## src/rtl/mmu_req_arbiter.sv

```systemverilog
// rtl/mmu_req_arbiter.sv - two-client round-robin arbiter for MMU alloc/free request FIFOs
// Tracks issue order per channel so MMU responses are steered back to the requesting client.
`ifndef REQ_ID_WIDTH
`define REQ_ID_WIDTH 8
`endif
`ifndef REQ_SIZE_TYPE_WIDTH
`define REQ_SIZE_TYPE_WIDTH 2
`endif
`ifndef ALL_PAGE_IDX_WIDTH
`define ALL_PAGE_IDX_WIDTH 10
`endif
`ifndef FAIL_REASON_WIDTH
`define FAIL_REASON_WIDTH 2
`endif

module mmu_req_arbiter #(
  parameter int ORDER_DEPTH = 8,
  parameter int ORDER_PTR   = 3
) (
  input  logic                                 clk,
  input  logic                                 rst_n,
  input  logic [1:0]                           cli_alloc_valid,
  output logic [1:0]                           cli_alloc_ready,
  input  logic [2*`REQ_ID_WIDTH-1:0]           cli_alloc_id,
  input  logic [2*`REQ_SIZE_TYPE_WIDTH-1:0]    cli_alloc_page_count,
  input  logic [1:0]                           cli_free_valid,
  output logic [1:0]                           cli_free_ready,
  input  logic [2*`REQ_ID_WIDTH-1:0]           cli_free_id,
  input  logic [2*`ALL_PAGE_IDX_WIDTH-1:0]     cli_free_page_idx,
  input  logic [2*`REQ_SIZE_TYPE_WIDTH-1:0]    cli_free_page_count,
  output logic                                 alloc_fifo_push,
  output logic [`REQ_ID_WIDTH-1:0]             alloc_fifo_id,
  output logic [`REQ_SIZE_TYPE_WIDTH-1:0]      alloc_fifo_page_count,
  input  logic                                 alloc_fifo_full,
  output logic                                 free_fifo_push,
  output logic [`REQ_ID_WIDTH-1:0]             free_fifo_id,
  output logic [`ALL_PAGE_IDX_WIDTH-1:0]       free_fifo_page_idx,
  output logic [`REQ_SIZE_TYPE_WIDTH-1:0]      free_fifo_page_count,
  input  logic                                 free_fifo_full,
  input  logic                                 alloc_rsp_write_en,
  input  logic [`REQ_ID_WIDTH-1:0]             alloc_rsp_id,
  input  logic [`ALL_PAGE_IDX_WIDTH-1:0]       alloc_rsp_page_idx,
  input  logic                                 alloc_rsp_fail,
  input  logic [`FAIL_REASON_WIDTH-1:0]        alloc_rsp_fail_reason,
  input  logic                                 free_rsp_write_en,
  input  logic [`REQ_ID_WIDTH-1:0]             free_rsp_id,
  input  logic                                 free_rsp_fail,
  input  logic [`FAIL_REASON_WIDTH-1:0]        free_rsp_fail_reason,
  output logic [1:0]                           cli_alloc_rsp_valid,
  output logic [1:0]                           cli_free_rsp_valid,
  output logic [`REQ_ID_WIDTH-1:0]             rsp_id,
  output logic [`ALL_PAGE_IDX_WIDTH-1:0]       rsp_page_idx,
  output logic                                 rsp_fail,
  output logic [`FAIL_REASON_WIDTH-1:0]        rsp_fail_reason,
  output logic [ORDER_PTR:0]                   alloc_outstanding,
  output logic [ORDER_PTR:0]                   free_outstanding,
  output logic                                 rsp_orphan_err
);

  localparam int IW = `REQ_ID_WIDTH;
  localparam int SW = `REQ_SIZE_TYPE_WIDTH;
  localparam int PW = `ALL_PAGE_IDX_WIDTH;
  localparam int FW = `FAIL_REASON_WIDTH;
  localparam logic [ORDER_PTR:0] DEPTH_C = (ORDER_PTR+1)'(ORDER_DEPTH);

  logic                   r_alloc_rr, r_free_rr;
  logic [ORDER_DEPTH-1:0] r_alloc_ord, r_free_ord;
  logic [ORDER_PTR-1:0]   r_alloc_wr, r_alloc_rd, r_free_wr, r_free_rd;
  logic [ORDER_PTR:0]     r_alloc_cnt, r_free_cnt;
  logic                   r_skid_vld, r_skid_idx, r_skid_fail;
  logic [IW-1:0]          r_skid_id;
  logic [FW-1:0]          r_skid_reason;
  logic [1:0]             r_alloc_strb, r_free_strb;
  logic [IW-1:0]          r_rsp_id;
  logic [PW-1:0]          r_rsp_page_idx;
  logic                   r_rsp_fail, r_orphan;
  logic [FW-1:0]          r_rsp_reason;

  logic w_alloc_can, w_alloc_gnt, w_alloc_sel;
  logic w_free_can, w_free_gnt, w_free_sel;
  logic w_alloc_pop, w_free_pop, w_alloc_orph, w_free_orph;
  logic w_alloc_pidx, w_free_pidx;

  // occupancy check deliberately ignores a same-cycle pop
  assign w_alloc_can = !alloc_fifo_full && (r_alloc_cnt < DEPTH_C);
  assign w_free_can  = !free_fifo_full  && (r_free_cnt  < DEPTH_C);

  always_comb begin
    w_alloc_gnt = 1'b0;
    w_alloc_sel = r_alloc_rr;
    if (w_alloc_can) begin
      if (cli_alloc_valid[r_alloc_rr]) begin
        w_alloc_gnt = 1'b1;
        w_alloc_sel = r_alloc_rr;
      end else if (cli_alloc_valid[~r_alloc_rr]) begin
        w_alloc_gnt = 1'b1;
        w_alloc_sel = ~r_alloc_rr;
      end
    end
    w_free_gnt = 1'b0;
    w_free_sel = r_free_rr;
    if (w_free_can) begin
      if (cli_free_valid[r_free_rr]) begin
        w_free_gnt = 1'b1;
        w_free_sel = r_free_rr;
      end else if (cli_free_valid[~r_free_rr]) begin
        w_free_gnt = 1'b1;
        w_free_sel = ~r_free_rr;
      end
    end
  end

  assign cli_alloc_ready       = w_alloc_gnt ? (2'b01 << w_alloc_sel) : 2'b00;
  assign alloc_fifo_push       = w_alloc_gnt;
  assign alloc_fifo_id         = w_alloc_gnt ? cli_alloc_id[w_alloc_sel*IW +: IW] : '0;
  assign alloc_fifo_page_count = w_alloc_gnt ? cli_alloc_page_count[w_alloc_sel*SW +: SW] : '0;
  assign cli_free_ready        = w_free_gnt ? (2'b01 << w_free_sel) : 2'b00;
  assign free_fifo_push        = w_free_gnt;
  assign free_fifo_id          = w_free_gnt ? cli_free_id[w_free_sel*IW +: IW] : '0;
  assign free_fifo_page_idx    = w_free_gnt ? cli_free_page_idx[w_free_sel*PW +: PW] : '0;
  assign free_fifo_page_count  = w_free_gnt ? cli_free_page_count[w_free_sel*SW +: SW] : '0;

  assign w_alloc_pop  = alloc_rsp_write_en && (r_alloc_cnt != '0);
  assign w_alloc_orph = alloc_rsp_write_en && (r_alloc_cnt == '0);
  assign w_free_pop   = free_rsp_write_en  && (r_free_cnt != '0);
  assign w_free_orph  = free_rsp_write_en  && (r_free_cnt == '0);
  assign w_alloc_pidx = r_alloc_ord[r_alloc_rd];
  assign w_free_pidx  = r_free_ord[r_free_rd];

  always_ff @(posedge clk or negedge rst_n) begin
    if (!rst_n) begin
      r_alloc_rr  <= 1'b0;
      r_alloc_ord <= '0;
      r_alloc_wr  <= '0;
      r_alloc_rd  <= '0;
      r_alloc_cnt <= '0;
      r_free_rr   <= 1'b0;
      r_free_ord  <= '0;
      r_free_wr   <= '0;
      r_free_rd   <= '0;
      r_free_cnt  <= '0;
    end else begin
      if (w_alloc_gnt) begin
        r_alloc_ord[r_alloc_wr] <= w_alloc_sel;
        r_alloc_wr              <= r_alloc_wr + ORDER_PTR'(1);
        r_alloc_rr              <= ~w_alloc_sel;
      end
      if (w_alloc_pop) r_alloc_rd <= r_alloc_rd + ORDER_PTR'(1);
      if (w_alloc_gnt && !w_alloc_pop)      r_alloc_cnt <= r_alloc_cnt + (ORDER_PTR+1)'(1);
      else if (!w_alloc_gnt && w_alloc_pop) r_alloc_cnt <= r_alloc_cnt - (ORDER_PTR+1)'(1);

      if (w_free_gnt) begin
        r_free_ord[r_free_wr] <= w_free_sel;
        r_free_wr             <= r_free_wr + ORDER_PTR'(1);
        r_free_rr             <= ~w_free_sel;
      end
      if (w_free_pop) r_free_rd <= r_free_rd + ORDER_PTR'(1);
      if (w_free_gnt && !w_free_pop)      r_free_cnt <= r_free_cnt + (ORDER_PTR+1)'(1);
      else if (!w_free_gnt && w_free_pop) r_free_cnt <= r_free_cnt - (ORDER_PTR+1)'(1);
    end
  end

  // alloc wins the shared payload; a parked free response goes out before any new one
  always_ff @(posedge clk or negedge rst_n) begin
    if (!rst_n) begin
      r_alloc_strb   <= 2'b00;
      r_free_strb    <= 2'b00;
      r_rsp_id       <= '0;
      r_rsp_page_idx <= '0;
      r_rsp_fail     <= 1'b0;
      r_rsp_reason   <= '0;
      r_skid_vld     <= 1'b0;
      r_skid_idx     <= 1'b0;
      r_skid_id      <= '0;
      r_skid_fail    <= 1'b0;
      r_skid_reason  <= '0;
      r_orphan       <= 1'b0;
    end else begin
      r_alloc_strb <= 2'b00;
      r_free_strb  <= 2'b00;
      if (w_alloc_pop) begin
        r_alloc_strb   <= 2'b01 << w_alloc_pidx;
        r_rsp_id       <= alloc_rsp_id;
        r_rsp_page_idx <= alloc_rsp_page_idx;
        r_rsp_fail     <= alloc_rsp_fail;
        r_rsp_reason   <= alloc_rsp_fail_reason;
      end else if (r_skid_vld) begin
        r_free_strb    <= 2'b01 << r_skid_idx;
        r_rsp_id       <= r_skid_id;
        r_rsp_page_idx <= '0;
        r_rsp_fail     <= r_skid_fail;
        r_rsp_reason   <= r_skid_reason;
      end else if (w_free_pop) begin
        r_free_strb    <= 2'b01 << w_free_pidx;
        r_rsp_id       <= free_rsp_id;
        r_rsp_page_idx <= '0;
        r_rsp_fail     <= free_rsp_fail;
        r_rsp_reason   <= free_rsp_fail_reason;
      end

      if (w_free_pop && (w_alloc_pop || r_skid_vld)) begin
        r_skid_vld    <= 1'b1;
        r_skid_idx    <= w_free_pidx;
        r_skid_id     <= free_rsp_id;
        r_skid_fail   <= free_rsp_fail;
        r_skid_reason <= free_rsp_fail_reason;
      end else if (r_skid_vld && !w_alloc_pop) begin
        r_skid_vld <= 1'b0;
      end

      if (w_alloc_orph || w_free_orph) r_orphan <= 1'b1;
    end
  end

  assign cli_alloc_rsp_valid = r_alloc_strb;
  assign cli_free_rsp_valid  = r_free_strb;
  assign rsp_id              = r_rsp_id;
  assign rsp_page_idx        = r_rsp_page_idx;
  assign rsp_fail            = r_rsp_fail;
  assign rsp_fail_reason     = r_rsp_reason;
  assign alloc_outstanding   = r_alloc_cnt;
  assign free_outstanding    = r_free_cnt;
  assign rsp_orphan_err      = r_orphan;

endmodule

```

## config.mk

```make
export PLATFORM = sky130hd
export DESIGN_NAME = mmu_req_arbiter
export DESIGN_NICKNAME = d
export VERILOG_FILES = /design/src/rtl/mmu_req_arbiter.sv
export SDC_FILE = /design/constraint.sdc
export NUM_CORES = 1
export LEC_CHECK = 0
export ABC_CLOCK_PERIOD_IN_PS = 3700
export BUFFER_PORTS_ARGS = -buffer_cell sky130_fd_sc_hd__buf_2
export CAP_MARGIN = 20
export CORE_ASPECT_RATIO = 0.75
export CORE_MARGIN = 5
export CORE_UTILIZATION = 30
export DETAILED_ROUTE_END_ITERATION = 8
export PLACE_DENSITY = 0.63
export SETUP_SLACK_MARGIN = 0.2
export SLEW_MARGIN = 30
export SYNTH_ARGS = -nofsm -noshare
export SYNTH_HDL_FRONTEND = slang
export SYNTH_SLANG_ARGS = --single-unit
```

## constraint.sdc

```tcl
create_clock -name clk -period 3.7 [get_ports clk]
set_input_delay 0.185 -clock clk [delete_from_list [all_inputs] [get_ports clk]]
set_output_delay 0.185 -clock clk [all_outputs]
set_load 0.02 [all_outputs]
```

== After elaboration in Yosys (flattened, before gate mapping) ==
Index checks and enable logic that the tools add are counted.

* Register bits after elaboration: 77
* Logic and storage cells: 146
* Output and inout bits: 70

* Order comparisons: 12
* Muxes and demuxes: 59
* Multipliers: 1
* Reductions and logical operators: 30
* Bitwise gates (word level): 4
* Shift operators: 10
* $add $sub $neg: 8

{| class="wikitable"
|+ Operators with widths
! operator !! number
|-
| 10-bit 2-to-1 mux || 4
|-
| 8-bit 2-to-1 mux || 5
|-
| 16-bit by 5-bit indexed part select with 8-bit output || 2
|-
| 1-bit 2-to-1 mux || 29
|-
| 2-bit 2-to-1 mux || 11
|-
| 20-bit by 6-bit indexed part select with 10-bit output || 1
|-
| 8-bit bitwise mux || 2
|-
| 3-bit by 4-bit less-than comparator with 1-bit output, second input constant || 4
|-
| 4-bit 2-to-1 mux || 4
|-
| 1-bit logical AND || 14
|-
| 3-bit by 1-bit adder with 3-bit output, second input constant || 4
|-
| 1-bit by 1-bit left shift with 2-bit output, first input constant || 5
|-
| 4-bit by 1-bit adder with 4-bit output, second input constant || 2
|-
| 4-bit logical NOT || 2
|-
| 1-bit by 2-bit less-than comparator with 1-bit output, second input constant || 4
|-
| 4-bit less-than comparator, second input constant || 2
|-
| 4-bit nonzero test || 2
|-
| 4-bit by 3-bit indexed part select with 2-bit output || 2
|-
| 4-bit by 1-bit subtractor with 4-bit output, second input constant || 2
|-
| 1-bit binary-select mux with 3-bit select || 2
|-
| 1-bit demux with 3-bit select || 2
|-
| 3-bit by 1-bit greater-or-equal comparator with 1-bit output, second input constant || 2
|-
| 1-bit logical NOT || 6
|-
| 2-bit nonzero test || 3
|-
| 4 further kinds || 8
|}

== Depth between registers and ports, before layout ==
* Depth in word-level cells: 10
* Depth in mapped cells: 12

== Worst setup path before layout ==
Ideal clock, no wire load.

* Path kind: flip-flop to flip-flop
* From: reg r_alloc_cnt[3], in the netlist alloc_outstanding[3]
* To: reg r_alloc_cnt[3], in the netlist alloc_outstanding[3]
* Cell stages (with the launch flop): 11
* Clock period less this slack: 2706 ps
* Slack: 994 ps
* Setup time: 136 ps
* Arrival time: 2570 ps
* Path buffers: 2
* Data required time: 3564 ps
* Cells stage by stage: dfrtp_1 -> buf_6 -> o41a_4 -> inv_2 -> buf_4 -> ha_1 -> inv_1 -> ha_1 -> a21o_1 -> a2111oi_0 -> o31ai_1

* Cells in the longest elaborated chain, start to end: 6

{| class="wikitable"
|+ RTL lines
! what !! RTL line !! RTL
|-
| from (decl) || 69 || <nowiki>logic [ORDER_PTR:0] r_alloc_cnt, r_free_cnt;</nowiki>
|-
| from (signal assigned) || 149 || <nowiki>if (w_alloc_gnt && !w_alloc_pop) r_alloc_cnt <= r_alloc_cnt + (ORDER_PTR+1)'(1);</nowiki>
|-
| from (signal assigned) || 150 || <nowiki>else if (!w_alloc_gnt && w_alloc_pop) r_alloc_cnt <= r_alloc_cnt - (ORDER_PTR+1)'(1);</nowiki>
|-
| 4-bit less-than comparator || 85 || <nowiki>assign w_alloc_can = !alloc_fifo_full && (r_alloc_cnt < DEPTH_C);</nowiki>
|-
| 1-bit logical AND || 85 ||
|-
| 1-bit 2-to-1 mux || 91 || <nowiki>if (w_alloc_can) begin</nowiki>
|-
| 1-bit logical NOT || 150 ||
|-
| 1-bit logical AND || 150 ||
|-
| 2-bit nonzero test (no line) || -- ||
|}

Parallel ways exist; a longest one is shown, timed or not. The select of a mux whose other input is x is not followed.
A chain may end at the register's enable or synchronous reset.

== Final worst setup path ==
Same ends and word-level chain as after synthesis.

==> impl_results.md <==
* Initial Utilization at between 30% and 40%
* Hold_ws at 65.38 ps
* Outcome: finished clean
* Util after Layout at 40.72%
* First-pass GRT wire length at 16910 um
* Hold-fix buffers, CTS at 0
* Synth top area cells: dfrtp_1 47%, mux2_2 8.3%, a22o_1 8.2%
* Multi-input gate area at 0.002001 mm^2
* Syn Area/Cell at 11.37 um^2
* Cell Count, Final, Fillers Out at 694
* Total of cells resized after clock tree synthesis at 0
* Core Footprint at 0.01315 mm^2
* Crit end category: flip-flop
* Final Hold Violating Endpoints at 0
* N_diodes at 0
* Register share of total power at 37.5%
* Fillcell total at 1266
* Crit Path Class: flip-flop to flip-flop
* DR vias at 3481
* Area share of the largest cell type after synthesis at around 47%
* Synthesized Nets at 473
* Final setup fails at 0
* Worst-Skew Late Latency at 340 ps
* Dpl hpwl at 8097 um
* Antenna viol nets, final at 0
* Register area share after synthesis at 47.21%
* Ports at 172
* Synth Register Bits at a little under 80
* Sw Pwr at 1.742 mW
* Pint at 2.610 mW
* Die W at around 140 um
* Tcrit/Tclk final at 83.46%
* Pleak at 2.578 nW
* Initial drt markers at 174
* Full die area at 0.01606 mm^2
* Clock transition at path regs at 60 ps
* Antenna violations before repair at 0
* TNS Setup at 0 ps
* Comb power frac at a little over two fifths
* Top-count cell post-synth: dfrtp_1
* Row count at 36
* Post-route DRC at 0
* CTS sink cnt at 77
* Total CTS buffers at 9
* Critical Path Start Type: flip-flop
* Max_cap viols at 0
* Total track usage at a little over an eighth
* Storage element area at 0.001927 mm^2
* WL/cell at 15.60 um
* Final Max Tran Viols at 0
* RSZ-0062 raised after global routing: no
* Slew margin rel. at 39.08%
* Largest net degree at the start of global routing at 78
* Final worst path period need at approximately 3100 ps
* Routed WL at 10830 um
* Req. time, crit path at 3910 ps
* Layout cells sized above 1 at 44.17%
* Worst-Margin Slew at 913.8 ps
* Reg2Reg Setup Slack at 610 ps
* CTS tree: done
* P&R area growth vs syn at 31.24%
* Placed Instances at 678
* Port Buf Inserts at roughly 170
* Final setup skew at 6.090 ps
* Mean number of vias per cell at 5.016
* GPL Wtd Cong at about 0.74
* Pwr Density at 812.4 mW/mm^2
* Number of H-tree levels at 3
* Commonest cells in the synthesized netlist: 77 x dfrtp_1, 43 x nand2_1, 38 x a22o_1
* Hold Path Class: primary input to flip-flop
* Total power at around 4.4 mW
* Final nets at 633
* Vias in the first global route at 3500
* Switch share at 40.03%
* GRT Residual Overflow at 0
* VDD IR max at between 300 and 400 uV
* Drt pass-1 iters at 5
* Clock buffer depth at 2
* Clk pwr share at 20.2%
* Synth Warn # at 0
* Post-Synthesis Cell Area at a little over 0.004 mm^2
* Post-CTS Setup Repair Bufs at 0
* Synth Flop Type: dfrtp_1
* Post-synth EDFFs at 0
* Synth area leader: dfrtp_1
* Share of flip-flops with an asynchronous set or reset at 100.0%
* Post-synth cell types at 47
* WP data arrival at between 3000 and 4000 ps
* Post-Synthesis Cells at 359
* CTS root buf: clkbuf_16
* Worst-path maximum fanout at 30
* Highest Clock Rate at around 320 MHz
* Chip Height at about 110 um
path summary, 6_finish.rpt:
kind,startpoint,to,cells after the start
min reg2reg,rsp_orphan_err,rsp_orphan_err,1
min in group asynchronous,rst_n,rsp_page_idx[9],2
max,alloc_outstanding[3],alloc_outstanding[3],8
max reg2reg,alloc_outstanding[3],alloc_outstanding[3],8
max in group asynchronous,rst_n,r_free_wr[1],2
min,alloc_rsp_page_idx[8],rsp_page_idx[8],2
power groups by stage:
stage                     clock (mW)  sequential, mW  combinational, mW
after floorplan                    0            1.66               1.28
after global placement             0            1.61               1.80
after detailed placement           0            1.64               1.86
after CTS                      0.911            1.63               1.87
after global routing           0.936            1.70               2.02
final                          0.881            1.63               1.84
metal layers:
metal	up-vias	global-route usage [%]	wire (um)
li1	1681	-	-
met1	1667	15.14	4419
met2	115	22.65	5410
met3	18	4.528	852
met4	0	3.915	145
met5	-	0	0
critical path: stages (launching register included):
cell	delay, ps
dfrtp_1	490
o41a_4	680
inv_2	320
ha_1	270
inv_1	120
ha_1	300
a21o_1	200
a2111oi_0	420
o31ai_1	150
registers in the layout, indices dropped and copies added, names as in the netlist, 4 cells and up:
register	flops
rsp_id	8
alloc_outstanding	4
r_skid_id	8
rsp_page_idx	10
r_alloc_ord	8
r_free_ord	8
free_outstanding	4
cell usage in the layout (no fill, tap or decap), drive strengths merged, types with 4 or more instances in the layout:
master	Yosys	routed
a21o	4	4
dfrtp	77	77
ha	10	10
nand3	5	5
o311ai	11	11
a22o	38	38
nand2b	11	11
nor3	10	10
nand2	44	44
inv	10	12
clkbuf	14	9
mux2	30	30
buf	10	172
xnor2	10	10
nor4b	4	4
mux4	4	4
o21ai	12	12
a21oi	6	6
nor2	6	6
nor4	4	4
nand4b	4	4
a2bb2oi	11	11
per-stage QoR:
| step | worst slack (ps) | cell area, um^2 |
|---|---|---|
| after floorplan | 994.3 | 4081 |
| after global placement | 730.0 | 5039 |
| after detailed placement | 582.1 | 5039 |
| after CTS | 593.3 | 5336 |
| after global routing | 416.0 | 5356 |
| final | 611.8 | 5356 |
logic make-up (layout without fill, tap and decap cells):
| logic type | count (synthesis) | in the layout | synth area share (%) |
|---|---|---|---|
| compound gates | 93 | 93 | 19.16 |
| flops | 77 | 77 | 47.21 |
| mux | 37 | 37 | 11.22 |
| simple gates | 94 | 94 | 11.86 |
| xor+xnor | 12 | 12 | 2.575 |
| buf+inv | 34 | 198 | 3.924 |
| fa+ha+maj | 12 | 12 | 4.047 |
area by class of cell:
type,count,area share (%)
Clock buffer,9,4.205
Clock inverter,6,1.355
Inverter,10,0.7008
Multi-Input combinational cell,248,37.35
Sequential cell,77,35.97
Tap cell,171,3.994
Timing Repair Buffer,173,16.42
Power figures use the tool's default switching activity.
